**config.mk**
```make
export PLATFORM = sky130hd
export DESIGN_NAME = ldpc_llr_packer
export DESIGN_NICKNAME = d
export VERILOG_FILES = /design/src/rtl/ldpc_llr_packer_pkg.sv /design/src/rtl/ldpc_llr_sat.sv /design/src/rtl/ldpc_llr_packer.sv
export SDC_FILE = /design/constraint.sdc
export NUM_CORES = 2
export LEC_CHECK = 0
export BUFFER_PORTS_ARGS = -buffer_cell sky130_fd_sc_hd__buf_2
export CAP_MARGIN = 10
export CELL_PAD_IN_SITES_DETAIL_PLACEMENT = 1
export CELL_PAD_IN_SITES_GLOBAL_PLACEMENT = 2
export CORE_MARGIN = 8
export CORE_UTILIZATION = 32
export CTS_CLUSTER_DIAMETER = 60
export CTS_CLUSTER_SIZE = 28
export DETAILED_ROUTE_END_ITERATION = 10
export PLACE_DENSITY_LB_ADDON = 0.1
export RECOVER_POWER = 50
export SYNTH_ARGS = -nofsm -noshare
export SYNTH_HDL_FRONTEND = slang
export SYNTH_SLANG_ARGS = --single-unit
```
**constraint.sdc**
```tcl
create_clock -name clk -period 2.6 [get_ports clk]
set_input_delay 0.13 -clock clk [delete_from_list [all_inputs] [get_ports clk]]
set_output_delay 0.13 -clock clk [all_outputs]
set_load 0.03 [all_outputs]
```
**src/rtl/ldpc_llr_packer_pkg.sv**
```systemverilog
// Shared definitions for the LDPC LLR packer: frame lengths per code rate,
// mode encodings and the framing FSM states.
package ldpc_llr_packer_pkg;

    localparam int NB_MODE1 = 32;
    localparam int NB_MODE2 = 24;
    localparam int BCNT_W   = 6;

    localparam logic [1:0] MODE_R23 = 2'd1;
    localparam logic [1:0] MODE_R78 = 2'd2;

    typedef enum logic [1:0] {
        ST_IDLE    = 2'd0,
        ST_FILL    = 2'd1,
        ST_DISCARD = 2'd2
    } state_t;

    // Index of the final output beat of a frame for the given mode.
    function automatic logic [BCNT_W-1:0] nb_last_for_mode(input logic [1:0] m);
        return (m == MODE_R78) ? BCNT_W'(NB_MODE2 - 1) : BCNT_W'(NB_MODE1 - 1);
    endfunction

endpackage

```
**src/rtl/ldpc_llr_sat.sv**
```systemverilog
// Combinational symmetric saturator: signed IN_W-bit LLR to signed VW-bit LLR,
// clamped to +/-(2^(VW-1)-1) so the most negative code is never produced.
module ldpc_llr_sat
    import ldpc_llr_packer_pkg::*;
#(
    parameter int IN_W = 12,
    parameter int VW   = 8
)
(
    input  logic [IN_W-1:0] llr_in,
    output logic [VW-1:0]   llr_out
);

    localparam int POS_MAX = 2**(VW-1) - 1;

    function automatic logic signed [VW-1:0] sat_sym(input logic signed [IN_W-1:0] x);
        logic signed [VW-1:0] y;
        if (int'(x) > POS_MAX)
            y = VW'(POS_MAX);
        else if (int'(x) < -POS_MAX)
            y = VW'(-POS_MAX);
        else
            y = x[VW-1:0];
        return y;
    endfunction

    logic signed [IN_W-1:0] llr_s;

    assign llr_s   = llr_in;
    assign llr_out = sat_sym(llr_s);

endmodule

```
**src/rtl/ldpc_llr_packer.sv**
```systemverilog
// Packs saturated demapper LLRs into ZC-wide decoder write beats and frames
// them per code rate, flagging short and overlong frames.
module ldpc_llr_packer
    import ldpc_llr_packer_pkg::*;
#(
    parameter int ZC    = 64,
    parameter int VW    = 8,
    parameter int IN_W  = 12,
    parameter int LANES = 8
)
(
    input  logic                  clk,
    input  logic                  rst,
    input  logic [1:0]            mode,
    input  logic                  s_valid,
    output logic                  s_ready,
    input  logic                  s_last,
    input  logic [LANES*IN_W-1:0] s_data,
    output logic                  W_VALID,
    input  logic                  W_READY,
    output logic                  W_LAST,
    output logic [ZC*VW-1:0]      W_DATA,
    output logic                  err_len,
    input  logic                  err_clr,
    output logic [15:0]           frame_cnt
);

    localparam int GRP     = ZC / LANES;
    localparam int JW      = (GRP > 1) ? $clog2(GRP) : 1;
    localparam int SLICE_W = LANES * VW;

    state_t              state, state_nxt;

    logic [SLICE_W-1:0]  sat_p0;
    logic [ZC*VW-1:0]    acc_p0;
    logic                full_p0;
    logic                acc_last_p0;
    logic [JW-1:0]       jcnt;
    logic [BCNT_W-1:0]   bcnt;
    logic [BCNT_W-1:0]   nb_last;

    logic [ZC*VW-1:0]    data_p1;
    logic                vld_p1;
    logic                last_p1;

    logic                err_q;
    logic [15:0]         fcnt_q;

    logic                take;
    logic                grp_done;
    logic                bcnt_last;
    logic                frame_end;
    logic                out_fire;
    logic                load;
    logic                last_pending;
    logic                start_frame;

    for (genvar k = 0; k < LANES; k++) begin : g_sat
        ldpc_llr_sat #(
            .IN_W (IN_W),
            .VW   (VW)
        ) u_sat (
            .llr_in  (s_data[k*IN_W +: IN_W]),
            .llr_out (sat_p0[k*VW +: VW])
        );
    end

    // While full_p0 is set s_ready is low, so bcnt always names the group being filled.
    assign take         = (state == ST_FILL) && s_valid && !full_p0;
    assign grp_done     = (jcnt == JW'(GRP - 1));
    assign bcnt_last    = (bcnt == nb_last);
    assign frame_end    = grp_done && bcnt_last;
    assign out_fire     = vld_p1 && W_READY;
    assign load         = full_p0 && (!vld_p1 || W_READY);
    assign last_pending = (full_p0 && acc_last_p0) || (vld_p1 && last_p1);
    assign start_frame  = (state == ST_IDLE) && (state_nxt == ST_FILL);

    always_ff @(posedge clk) begin
        if (rst)
            state <= ST_IDLE;
        else
            state <= state_nxt;
    end

    always_comb begin
        state_nxt = state;
        s_ready   = 1'b0;
        case (state)
            ST_IDLE: begin
                if ((mode == MODE_R23 || mode == MODE_R78) && !last_pending)
                    state_nxt = ST_FILL;
            end
            ST_FILL: begin
                s_ready = !full_p0;
                if (take) begin
                    if (s_last)
                        state_nxt = ST_IDLE;
                    else if (frame_end)
                        state_nxt = ST_DISCARD;
                end
            end
            ST_DISCARD: begin
                s_ready = 1'b1;
                if (s_valid && s_last)
                    state_nxt = ST_IDLE;
            end
            default: state_nxt = ST_IDLE;
        endcase
    end

    // Stage p0: lane accumulator; stage p1: single-entry output register.
    always_ff @(posedge clk) begin
        if (rst) begin
            nb_last     <= '0;
            acc_p0      <= '0;
            full_p0     <= 1'b0;
            acc_last_p0 <= 1'b0;
            jcnt        <= '0;
            bcnt        <= '0;
            data_p1     <= '0;
            vld_p1      <= 1'b0;
            last_p1     <= 1'b0;
            err_q       <= 1'b0;
            fcnt_q      <= '0;
        end else begin
            if (start_frame)
                nb_last <= nb_last_for_mode(mode);

            if (load) begin
                data_p1     <= acc_p0;
                vld_p1      <= 1'b1;
                last_p1     <= acc_last_p0;
                full_p0     <= 1'b0;
                acc_p0      <= '0;
                acc_last_p0 <= 1'b0;
                bcnt        <= acc_last_p0 ? '0 : bcnt + 1'b1;
            end else if (out_fire) begin
                vld_p1  <= 1'b0;
                last_p1 <= 1'b0;
            end

            // Unwritten slots stay zero after the clear on load, which pads short groups.
            if (take) begin
                for (int j = 0; j < GRP; j++) begin
                    if (jcnt == JW'(j))
                        acc_p0[j*SLICE_W +: SLICE_W] <= sat_p0;
                end
                if (s_last || grp_done) begin
                    full_p0     <= 1'b1;
                    jcnt        <= '0;
                    acc_last_p0 <= s_last || bcnt_last;
                end else begin
                    jcnt <= jcnt + 1'b1;
                end
            end

            if (take && (s_last ^ frame_end))
                err_q <= 1'b1;
            else if (err_clr)
                err_q <= 1'b0;

            if (out_fire && last_p1)
                fcnt_q <= fcnt_q + 16'd1;
        end
    end

    assign W_VALID   = vld_p1;
    assign W_LAST    = last_p1;
    assign W_DATA    = data_p1;
    assign err_len   = err_q;
    assign frame_cnt = fcnt_q;

endmodule

```
==> results.md <==
* Outcome: complete, no violations
* WL met1 at 68.9 mm
* Starting Density at 32.1%
* Setup violators final at 0
* Crit share post-route at 90.4%
* Final net count at 5,441
* Largest cells by area after synthesis: dfxtp_1 (55%), nand2_1 (15%), a21oi_1 (14%), nand3_1 (6.8%), clkbuf_1 (2.6%)
* Sequential fraction of the synthesis area at 55.3%
* Wire length per cell at 22.2 um
* Xor/xnor share of the synthesized area at 0.434%
* CTS root buffer: clkbuf_16
* # H-tree levels at 3
* Avg Cell Area, Syn at 7.94 um2
* Syn. warnings at 0
* Syn_nets at 4,946
* Final Hold Viols at 0
* Clk_skew at 0.0210 ns
* Crit path time final at 2.35 ns
* Share of layout cells above drive strength 1 at 8.89%
* Max layer used: met4
* Crit-path cells: inv_1 -> ha_1 -> nor2b_2 -> and2_1 -> buf_4 -> nand3_4 -> buf_4 -> nand3_1 -> a21oi_1
* GRT Overall Usage at 22.6%
* Path category of the worst min-delay check: input pin to flip-flop
* Tot Pwr at 34.6 mW
* Chip Width at 362 um
* Mux cell area share after synthesis at 0.0555%
* PortBufs at 635
* Hpwl dp at 103 mm
* Gr ovfl total at 0
* Clock Sinks at 1,058
* Post-Place Cells at 6,791
* DRC at 0
* CTS tree: built
* Final ANT Viol Nets at 0
* Fill cells at 14,516
* Leak Pwr at 15.1 nW
* Cell variety after synth at 45
* Sum Neg Setup Slack at 0 ns
* Syn-to-layout area delta at 22.7%
* Async S/R FF share, synth at 0%
* Mapped Area at 38,300 um2
* Main combinational cell family by area after synthesis: simple AND/OR/NAND/NOR gates
* Post-synth top area cell: dfxtp_1
* Met3 Wirelength at 6.42 mm
* Pins Over Slew Limit at 0
* Metal2 WL at 76.8 mm
* CP Max Fanout at 22
* Peak supply drop at 0.000588 V
* CP endpoint kind: flip-flop
* Kind of critical path: flip-flop to flip-flop
* Final worst slack at 0.249 ns
* Startpoint Class: flip-flop
* Crit path required time at 3.14 ns
* Clock transition at path regs at 0.07 ns
* Core Region at 119,000 um2
* I/O pin count at 636
* Adder-cell share of the synthesized area at 0.424%
* DP Worst Slack at 0.283 ns
* Number of DRC markers in iteration 0 at 2,313
* First-pass GRT wire length at 233 mm
* Die area at 131,000 um2
* Synth top area share at 55.3%
* Drt via density at 5.05
* Post-synth EDFFs at 0
* Worst skew pair latency at 0.70 ns
* Arrival @ worst endpoint at 2.89 ns
* CTS Buf Count at 109
* Fmax at 0.425 GHz
* Largest stage delay on the critical path at 0.36 ns
* Antenna violations before repair at 2
* Die height at 362 um
* Mapped Cells at 4,829
* FF+latch count, synth at 1,058
* MaxCap Viol Count at 0
* DRT Wirelength at 156 mm
* Cell repeated most along the worst path: buf_4
* Row cnt at 127
* RSZ-0062 raised after global routing: no
* CTS-repair resized insts at 0
* DRT Pass-1 Iters at 5
* Largest net degree at the start of global routing at 157
* Via count at 35,513
* Rel. slew slack at 11.7%
* CP max stage cell: nand3_4
* Setup bufs post-CTS at 0
* Most frequent cells in the layout: nand2_1 (1,550), dfxtp_1 (1,058), a21oi_1 (1,038), clkbuf_1 (538), nand3_1 (518)
* Worst-Margin Slew at 1.32 ns
* Dominant synthesized flop cell: dfxtp_1
* Post-synthesis compound-gate area fraction at 15.3%
* Clock Tree Buf Depth at 3
* Global placement routability congestion at 0.771
* Commonest non-fill, non-tap cell in the layout: nand2_1
* P per Cell Area at 735 nW/um2
* Layout Cells excl Fill at 7,034
* WHS at 0.0481 ns
* Simple-gate area share of the yosys netlist at 23.8%
* Vias in the first global route at 35,659
-- cells in the mapped netlist, drive strengths merged (2+ instances only) --
cell     instances
or3              2
nor3            10
a21o             8
nand3          521
and3             9
nand2b           4
and2             7
nand4           15
clkbuf         262
a211o            8
nand2         1556
a2bb2oi         48
dfxtp         1058
nand3b           2
xnor2            4
and4             3
buf            154
xor2            15
a21boi           2
nor2            40
o21ai            7
nor2b            4
o22ai            2
a21oi         1038
inv              8
nor4            18
ha              13
-- worst max-delay path, delay by kind of cell (launching register included) --
kind | cells | cell delay [ns]
and+or+nand+nor | 4 | 0.85
DFF | 1 | 0.34
buffers and inverters | 3 | 0.69
adders and majority gates | 1 | 0.20
AOI/OAI and AO/OA | 1 | 0.08
-- final timing paths --
check	startpoint	to	slack, ns	depth (start not counted)
worst max-delay path	state[1]$_SDFF_PP0_	acc_p0[301]$_SDFF_PP0_	0.25	9
worst min-delay path	s_data[75]	acc_p0[499]$_SDFF_PP0_	0.05	4
worst min register to register	acc_p0[391]$_SDFF_PP0_	W_DATA[391]$_SDFFE_PP0P_	0.44	2
worst max register to register	state[1]$_SDFF_PP0_	acc_p0[301]$_SDFF_PP0_	0.25	9
-- kinds of logic (layout without fill, tap and decap cells) --
group           count (synthesis)  in the layout
xor+xnor                       19             19
mux                             2              2
compound gates               1119           1119
other cells                     0              1
fa+ha+maj                      13             13
simple gates                 2194           2194
flops                        1058           1058
buf+inv                       424           1016
-- per-stage QoR --
stage | util [%] | area, um2
floorplan | - | 38300
global placement | 36.5 | 43600
detailed placement | 36.5 | 43600
CTS | 40.0 | 47700
global route | 39.4 | 47000
finish | 39.4 | 47000
-- state kept, by name (all words and copies together), names as in the netlist, 2 cells and up --
name / count
W_DATA: 512
acc_p0: 512
bcnt: 6
frame_cnt: 16
jcnt: 3
nb_last: 2
state: 2
-- layout make-up --
type / count / area [um2] / share of cell area (%)
Antenna cell: 1 / 2.50 / 0.00532
Clock inverter: 89 / 991 / 2.11
Sequential cell: 1058 / 21200 / 45.0
Timing Repair Buffer: 800 / 4460 / 9.47
Inverter: 8 / 30.0 / 0.0638
Multi-Input combinational cell: 3347 / 15600 / 33.1
Clock buffer: 119 / 2820 / 5.98
Tap cell: 1612 / 2020 / 4.29
-- metal layers --
metal	up-vias	GRT usage, %
met5	-	0
met4	0	6.15
met3	176	3.38
met2	687	39.9
met1	17538	28.8
li1	17112	-
-- report_power, final --
part	switching (mW)	leakage, nW	internal (mW)
logic	1.25	4.74	0.437
registers	0.0437	8.52	16.3
clock network	7.80	1.82	8.77
total	9.10	15.1	25.5
-- timing repair --
item / 4_1_cts / 5_1_grt
hold buffers: 34 / 0
setup endpoints to repair: 0 / 0
hold endpoints to repair: 162 / 0
(Power assumes the default switching activity.)
